`src/rtl/pipeline_ctrl.sv`:
```
// pipeline_ctrl: sequencing controller for the 5-stage core.
// Generates load enables and clear-to-bubble flushes for the PC and the
// IF/ID, ID/EX, EX/MEM, MEM/WB registers. Resolves load-use hazards,
// taken-branch redirects, data-memory wait states (with timeout) and debug
// halt, and counts cycles in which the PC is held.
module pipeline_ctrl #(
    parameter int unsigned MEM_TIMEOUT = 255  // 1..65535 MEMWAIT cycles
) (
    input  logic        clk,
    input  logic        rst,
    input  logic [4:0]  idRs1,
    input  logic [4:0]  idRs2,
    input  logic        idUsesRs1,
    input  logic        idUsesRs2,
    input  logic [4:0]  exRd,
    input  logic        exMemRead,
    input  logic        exBranchTaken,
    input  logic        memReq,
    input  logic        memReady,
    input  logic        haltReq,
    output logic        pcEn,
    output logic        ifidEn,
    output logic        idexEn,
    output logic        exmemEn,
    output logic        memwbEn,
    output logic        ifidFlush,
    output logic        idexFlush,
    output logic        exmemFlush,
    output logic        memwbFlush,
    output logic        halted,
    output logic        busError,
    output logic [31:0] stallCycles
);

    typedef enum logic [1:0] {
        RUN     = 2'd0,
        MEMWAIT = 2'd1,
        HALT    = 2'd2
    } state_e;

    // Per-register load enables, MSB = PC side of the pipe.
    typedef struct packed {
        logic pc;
        logic ifid;
        logic idex;
        logic exmem;
        logic memwb;
    } en_t;

    // Clear-to-bubble controls; the PC has no flush.
    typedef struct packed {
        logic ifid;
        logic idex;
        logic exmem;
        logic memwb;
    } flush_t;

    localparam logic [16:0] TIMEOUT_L = 17'(MEM_TIMEOUT);
    localparam en_t    EN_ALL   = 5'b11111;
    localparam en_t    EN_NONE  = 5'b00000;
    // Memory wait: everything upstream of MEM holds; MEM/WB gets a bubble
    // so the instruction in WB is not written back twice.
    localparam en_t    EN_MWAIT = 5'b00001;
    localparam flush_t FL_NONE  = 4'b0000;

    state_e      state_q, state_d;
    logic [15:0] wait_cnt_q, wait_cnt_d;
    logic        bus_err_q, bus_err_d;
    logic [31:0] stall_q;

    en_t         en;
    flush_t      fl;

    logic        load_use;
    logic        mem_stall;
    logic [16:0] wait_next;
    logic        wait_timeout;

    // Hazard and wait detection from the current stage contents.
    always_comb begin
        load_use  = exMemRead && (exRd != 5'd0) &&
                    ((idUsesRs1 && (idRs1 == exRd)) ||
                     (idUsesRs2 && (idRs2 == exRd)));
        mem_stall = memReq && !memReady;
        // Counter value after this MEMWAIT cycle; timeout when it reaches the limit.
        wait_next    = {1'b0, wait_cnt_q} + 17'd1;
        wait_timeout = (wait_next == TIMEOUT_L);
    end

    // Next-state and Mealy output logic; priority in RUN is wait > branch > load-use.
    always_comb begin
        state_d    = state_q;
        wait_cnt_d = wait_cnt_q;
        bus_err_d  = bus_err_q;
        en         = EN_NONE;
        fl         = FL_NONE;
        halted     = 1'b0;

        if (rst) begin
            state_d    = RUN;
            wait_cnt_d = 16'd0;
            bus_err_d  = 1'b0;
        end else begin
            unique case (state_q)
                RUN: begin
                    en = EN_ALL;
                    if (mem_stall) begin
                        // EX is frozen, so branch / load-use get another look later.
                        en         = EN_MWAIT;
                        fl.memwb   = 1'b1;
                        state_d    = MEMWAIT;
                        wait_cnt_d = 16'd0;
                    end else begin
                        if (exBranchTaken) begin
                            // The ID instruction is on the wrong path, so any
                            // load-use stall on it is moot; PC takes the target.
                            fl.ifid = 1'b1;
                            fl.idex = 1'b1;
                        end else if (load_use) begin
                            en.pc   = 1'b0;
                            en.ifid = 1'b0;
                            fl.idex = 1'b1;
                        end
                        if (haltReq) begin
                            state_d = HALT;
                        end
                    end
                end

                MEMWAIT: begin
                    en         = EN_MWAIT;
                    fl.memwb   = 1'b1;
                    wait_cnt_d = wait_next[15:0];
                    if (memReady) begin
                        // Access completes this cycle; let it write back.
                        en       = EN_ALL;
                        fl.memwb = 1'b0;
                        state_d  = RUN;
                    end else if (!memReq) begin
                        // Request vanished without completion: recover to RUN.
                        state_d = RUN;
                    end else if (wait_timeout) begin
                        // Abandon the access and let the pipe move on.
                        en        = EN_ALL;
                        fl.memwb  = 1'b0;
                        bus_err_d = 1'b1;
                        state_d   = RUN;
                    end
                end

                HALT: begin
                    halted = 1'b1;
                    if (!haltReq) begin
                        state_d = RUN;
                    end
                end

                default: begin
                    state_d = RUN;
                end
            endcase
        end
    end

    // State, wait counter and sticky bus error registers.
    always_ff @(posedge clk) begin
        if (rst) begin
            state_q    <= RUN;
            wait_cnt_q <= 16'd0;
            bus_err_q  <= 1'b0;
        end else begin
            state_q    <= state_d;
            wait_cnt_q <= wait_cnt_d;
            bus_err_q  <= bus_err_d;
        end
    end

    // Stall-cycle counter: counts cycles with the PC held, wraps naturally.
    always_ff @(posedge clk) begin
        if (rst) begin
            stall_q <= 32'd0;
        end else if (!en.pc) begin
            stall_q <= stall_q + 32'd1;
        end
    end

    assign pcEn        = en.pc;
    assign ifidEn      = en.ifid;
    assign idexEn      = en.idex;
    assign exmemEn     = en.exmem;
    assign memwbEn     = en.memwb;
    assign ifidFlush   = fl.ifid;
    assign idexFlush   = fl.idex;
    assign exmemFlush  = fl.exmem;
    assign memwbFlush  = fl.memwb;
    assign busError    = bus_err_q;
    assign stallCycles = stall_q;

endmodule

```
`config.mk`:
```
export PLATFORM = sky130hd
export DESIGN_NAME = pipeline_ctrl
export DESIGN_NICKNAME = d
export VERILOG_FILES = /design/src/rtl/pipeline_ctrl.sv
export SDC_FILE = /design/constraint.sdc
export NUM_CORES = 1
export LEC_CHECK = 0
export ABC_AREA = 1
export BUFFER_PORTS_ARGS = -buffer_cell sky130_fd_sc_hd__buf_2
export CORE_ASPECT_RATIO = 0.9
export CORE_MARGIN = 4
export CORE_UTILIZATION = 35
export DETAILED_ROUTE_END_ITERATION = 8
export REMOVE_ABC_BUFFERS = 1
export SLEW_MARGIN = 20
export SYNTH_ARGS = -nofsm -noshare
export SYNTH_HDL_FRONTEND = slang
export SYNTH_SLANG_ARGS = --single-unit
```
`constraint.sdc`:
```
create_clock -name clk -period 2.6 [get_ports clk]
set_input_delay 0.39 -clock clk [delete_from_list [all_inputs] [get_ports clk]]
set_output_delay 0.39 -clock clk [all_outputs]
set_load 0.01 [all_outputs]
```
; ---- After elaboration in Yosys (flattened, before gate mapping)
; Cells that the tools add are included.
[classes]
add_sub_neg = 2
eq_ne = 9
mux = 32
bitwise = 1
reduce_logical = 13
[ops]
columns = operator, count
row1 = "32-bit by 1-bit adder with 32-bit output, second input constant", 1
row2 = 16-bit one-hot mux with 2 select lines, 1
row3 = 2-bit two-way mux, 12
row4 = 5-bit two-way mux, 4
row5 = "16-bit by 1-bit adder with 17-bit output, second input constant", 1
row6 = "17-bit by 8-bit == test with 1-bit output, second input constant", 1
row7 = 16-bit two-way mux, 1
row8 = 5-bit == test, 2
row9 = 1-bit two-way mux, 10
row10 = 5-bit one-hot mux with 2 select lines, 1
row11 = 2-bit one-hot mux with 3 select lines, 1
row12 = 1-bit logical AND, 5
row13 = 5-bit nonzero test, 1
row14 = "2-bit inequality test, second input constant", 2
row15 = "4-bit inequality test, second input constant", 1
row16 = 4-bit AND reduction, 1
row17 = 3-bit two-way mux, 1
row18 = "3-bit inequality test, second input constant", 1
row19 = 3-bit AND reduction, 1
row20 = "2-bit by 1-bit == test with 1-bit output, second input constant", 1
row21 = "2-bit == test, second input constant", 1
row22 = 2-bit logical NOT, 1
row23 = 1-bit one-hot mux with 2 select lines, 1
row24 = 2-bit AND reduction, 1
row25 = 4 further kinds, 4
[word_totals]
register_bits = 51
input_bits = 24

; ---- Depth between registers and ports, before layout
[depth]
word_depth = 9
mapped_depth = 17
depth_no_buf = 17

; ---- Least setup slack after synthesis
; Ideal clock, no wire load.
[synth_path]
path_kind = register -> output
from = register wait_cnt_q[1]
to = output port idexEn
arrival_ns = 2.021
required_time_ns = 2.210
path_slack_ns = 0.189
stages_incl_launch_ff = 13
n_path_buf = 1
cell_sequence = dfxtp_1 -> ha_1 -> nand2_1 -> nor2_1 -> nand2_1 -> xor2_1 -> nand3_1 -> nor2_1 -> nand3_1 -> nand2_1 -> nand2_2 -> o21ai_0 -> buf_4
[synth_between]
elab_chain_len = 7
[synth_lines]
columns = item, line_no
row1 = from (decl), 67  ; logic [15:0] wait_cnt_q, wait_cnt_d;
row2 = from (signal assigned), 173  ; wait_cnt_q <= wait_cnt_d;
row3 = 16-bit by 1-bit adder with 17-bit output, 86  ; wait_next = {1'b0, wait_cnt_q} + 17'd1;
row4 = 17-bit by 8-bit == test with 1-bit output, 87  ; wait_timeout = (wait_next == TIMEOUT_L);
row5 = 5-bit two-way mux, 142  ; end else if (wait_timeout) begin
row6 = 5-bit two-way mux, 139  ; end else if (!memReq) begin
row7 = 5-bit two-way mux, 134  ; if (memReady) begin
row8 = 5-bit one-hot mux with 2 select lines, 104  ; unique case (state_q)
row9 = 5-bit two-way mux, 99  ; if (rst) begin
row10 = to (decl), 23  ; output logic idexEn,
; Every way passes these cells.

; ---- Worst setup path in the final report
[layout_path]
from = register wait_cnt_q[1]
to = output port pcEn
[layout_between]
elab_chain_len = 7
[layout_lines]
columns = item, line_no
row1 = 16-bit by 1-bit adder with 17-bit output, 86
row2 = 17-bit by 8-bit == test with 1-bit output, 87
row3 = 5-bit two-way mux, 142
row4 = 5-bit two-way mux, 139
row5 = 5-bit two-way mux, 134
row6 = 5-bit one-hot mux with 2 select lines, 104
row7 = 5-bit two-way mux, 99
row8 = to (decl), 21  ; output logic pcEn,
; Every way passes these cells.

==> impl_metrics.py <==
metrics = {
    "route": {
        "vias": 3527,
        "drtIter0Drc": 270,
        "routed_via_density": 5.03,
        "routedWlPerCell_um": 12.9,
        "ant_nets": 0,
        "dr.pass1.iters": 4,
        "routed_wl_mm": 9.04,
        "drc_errors": 0,
    },
    "timing": {
        "layout_setup_ws_ns": 0.0657,
        "maxSlewViolCount": 0,
        "grt_setup_unrepaired": "yes",
        "hold_viol_final": 0,
        "maxSlewHeadroom": 0.628,
        "timing.fmax_mhz": 395,
        "holdWs_ns": 0.350,
        "layout_min_cycle_time_ns": 2.53,
        "tightest_slew_ns": 0.558,
        "period_share": 0.975,
        "setup_violations": 0,
        "finalClockSkew_ns": 0.0111,
    },
    "floorplan": {
        "die_x_um": 111,
        "die_area_um2": 11100,
        "die_y_um": 100,
        "core_um2": 9170,
        "start_util": 0.362,
        "rows": 33,
        "io_pins": 67,
    },
    "logic_synthesis": {
        "synth_top_area_share": 0.307,
        "synth.area.top_cells": "dfxtp_1 31%, nand2_1 17%, a21oi_1 7.5%",
        "synth_compound_area_frac": 0.102,
        "synth_warnings": 0,
        "yosys.area_share.simple": 0.394,
        "muxShareOfSynthArea": 0,
        "synthXorXnorAreaFrac": 0.0976,
        "synth.distinct_cells": 30,
        "synth_top_family_by_area": "simple AND/OR/NAND/NOR gates",
        "syn_inst": 517,
        "syn_area_per_cell_um2": 6.43,
        "yosysTopAreaCell": "dfxtp_1",
        "ys_seq_elements": 51,
        "seq_area_frac_synth": 0.307,
        "synth_fa_ha_area_frac": 0.0113,
        "synthesis.area_um2": 3320,
    },
    "placed_design": {
        "portBuffers": 65,
        "gp_congestion": 0.960,
        "dp_slack_ns": 0.135,
        "hpwlAfterDp_mm": 6.73,
    },
    "clocking": {
        "cts_root_buffer": "clkbuf_8",
        "tritoncts": "built",
        "clk_latency_ns": 0.31,
        "clk_pin_slew_worst_paths_ns": 0.09,
        "clockBufferDepth": 2,
        "postCtsHoldBufs": 0,
        "cts_sinks": 51,
        "cts_buffers": 5,
        "htreeDepth": 2,
    },
    "finish": {
        "areaGrowthSynthToFinish_pct": 19.0,
        "multi_input_area_um2": 2110,
        "drive_gt1_frac": 0.202,
        "nets": 605,
        "seq_area_um2": 1040,
        "final_common_cell": "nand2_1",
        "final_cell_mix": "148 x nand2_1, 63 x buf_2, 50 x a21oi_1, 48 x nand3_1, 42 x dfxtp_1",
        "fillers": 1006,
        "antennaDiodeCount": 0,
    },
    "worst_setup_path": {
        "r2r_slack_ns": 0.32,
        "r2r-start": "wait_cnt_q[1]",
        "worstPathArrival_ns": 2.14,
        "crit_type": "reg -> out",
        "cp_max_fo": 4,
        "start_kind": "flip-flop",
        "reg2reg_depth": 16,
        "r2r_end": "stallCycles[4]",
        "worst_setup_path_end_kind": "output port",
        "required_ns": 2.21,
    },
    "grt": {
        "track_usage": 0.160,
        "met3_usage": 0.0356,
        "gr-usage-met2": 0.259,
        "grt_start_max_net_pins": 52,
        "gr-total-overflow": 0,
        "grt_pass1_vias": 3243,
        "grt.busiest_layer": "met2",
        "globalRouteMet1Util": 0.219,
        "grt_pass1_wl_mm": 15.0,
        "antenna_found_initial": 0,
    },
    "worst_hold_path": {
        "worstHoldStart": "haltReq",
        "hold_depth": 3,
        "hold_path.class": "in -> reg",
        "hold_end": "state_q[1]",
    },
    "power": {
        "p_int_mw": 1.07,
        "clock_power_share": 0.328,
        "p_leak_nw": 1.50,
        "p_sw_frac": 0.279,
        "seqPwrFrac": 0.538,
        "ir_drop_mv": 0.217,
        "comb_power_share": 0.134,
        "p_per_area_nw_per_um2": 377,
        "switchingPower_uw": 417,
    },
    "flow_run": {
        "cap_violations": 0,
    },
    "outcome": {
        "status": "complete, no violations",
    },
}
[how the worst max path moves through the flow]
stage / start / endpoint / slack (ns) / depth (start not counted)
3_3_place_gp: wait_cnt_q[2] / idexEn / 0.19 / 13
4_1_cts: wait_cnt_q[5] / ifidEn / 0.007 / 13
3_5_place_dp: wait_cnt_q[1] / exmemEn / 0.13 / 14
6_report: wait_cnt_q[1] / pcEn / 0.07 / 16
5_1_grt: wait_cnt_q[1] / pcEn / -0.13 / 16
2_1_floorplan: wait_cnt_q[1] / ifidEn / 0.07 / 13
[cell usage after synthesis]
cell type  count
nand2_1      151
o21ai_1        2
nand3_1       50
nor2_4         1
or2_2          3
nor3b_1        1
xnor2_1       12
a21oi_1       50
o21ai_0        8
clkbuf_1       9
a221oi_1       2
nor2_1        47
clkinv_1       1
buf_6          6
buf_4          3
nor4_1         9
inv_1         40
buf_2          2
nor3_1        16
nand2_2        2
conb_1         1
dfxtp_1       51
o22ai_1        1
nand2_4        2
nor2_2         2
xor2_1        25
o21a_1         1
nand4_1       15
a21boi_0       1
ha_1           3
[timing repair]
action                     4_1_cts  5_1_grt
setup buffers                    0        4
setup endpoints to repair        4        5
gates resized for setup         15       23
pin swaps                        1        9
[kinds of logic (layout without fill, tap and decap cells)]
logic type / count (synthesis) / after routing
adder cells (fa/ha/maj): 3 / 3
AND/OR/NAND/NOR: 299 / 299
flip-flops: 51 / 51
AO/OA/AOI/OAI: 65 / 65
XOR/XNOR: 37 / 37
other: 1 / 1
buffers and inverters: 61 / 123
[power groups by stage]
stage / Sequential (mW) / Clock [mW] / Combinational [mW]
final: 0.802 / 0.489 / 0.199
after global routing: 0.805 / 0.556 / 0.220
after CTS: 0.803 / 0.515 / 0.190
after detailed placement: 0.821 / 0 / 0.190
after global placement: 0.821 / 0 / 0.186
after floorplan: 0.821 / 0 / 0.0977
[worst max-delay path: stages, from the launching register on]
cell	delay, ns
dfxtp_4	0.38
ha_4	0.16
nand2_1	0.06
nor2_2	0.16
nand3_1	0.09
nand2_1	0.06
nand2_1	0.07
nor2_1	0.10
nand2_1	0.08
nor2_2	0.12
nand3_1	0.09
nand2_2	0.10
nand2_4	0.06
nand2_4	0.07
nand2_4	0.05
inv_4	0.08
buf_6	0.10
[area by class of cell]
class,instances,area share
Inverter,41,0.0396
Sequential cell,51,0.262
Multi-Input combinational cell,405,0.533
Timing Repair Buffer,74,0.103
Tap cell,122,0.0386
Clock buffer,7,0.0218
Clock inverter,1,0.00222
[flip-flops by register name, summed over array words and instances, names as in the netlist]
signal and flops:
stallCycles 32, busError 1, state_q 2, wait_cnt_q 16
[layer usage]
metal | up-vias | routed length (µm)
met3 | 5 | 658
met1 | 1611 | 4310
met4 | 0 | 87
li1 | 1812 | -
met2 | 99 | 3990
met5 | - | 0
[stage by stage]
stage               TNS, ns  power (mW)  utilization  std cells  area (µm²)
floorplan                 0       0.919            -        497        3190
global placement          0        1.01        0.404        689        3700
detailed placement        0        1.01        0.404        689        3700
CTS                       0        1.51        0.419        697        3840
global route         -0.475        1.58        0.431        701        3950
finish                    0        1.49        0.431        701        3950
(Power assumes the default switching activity.)
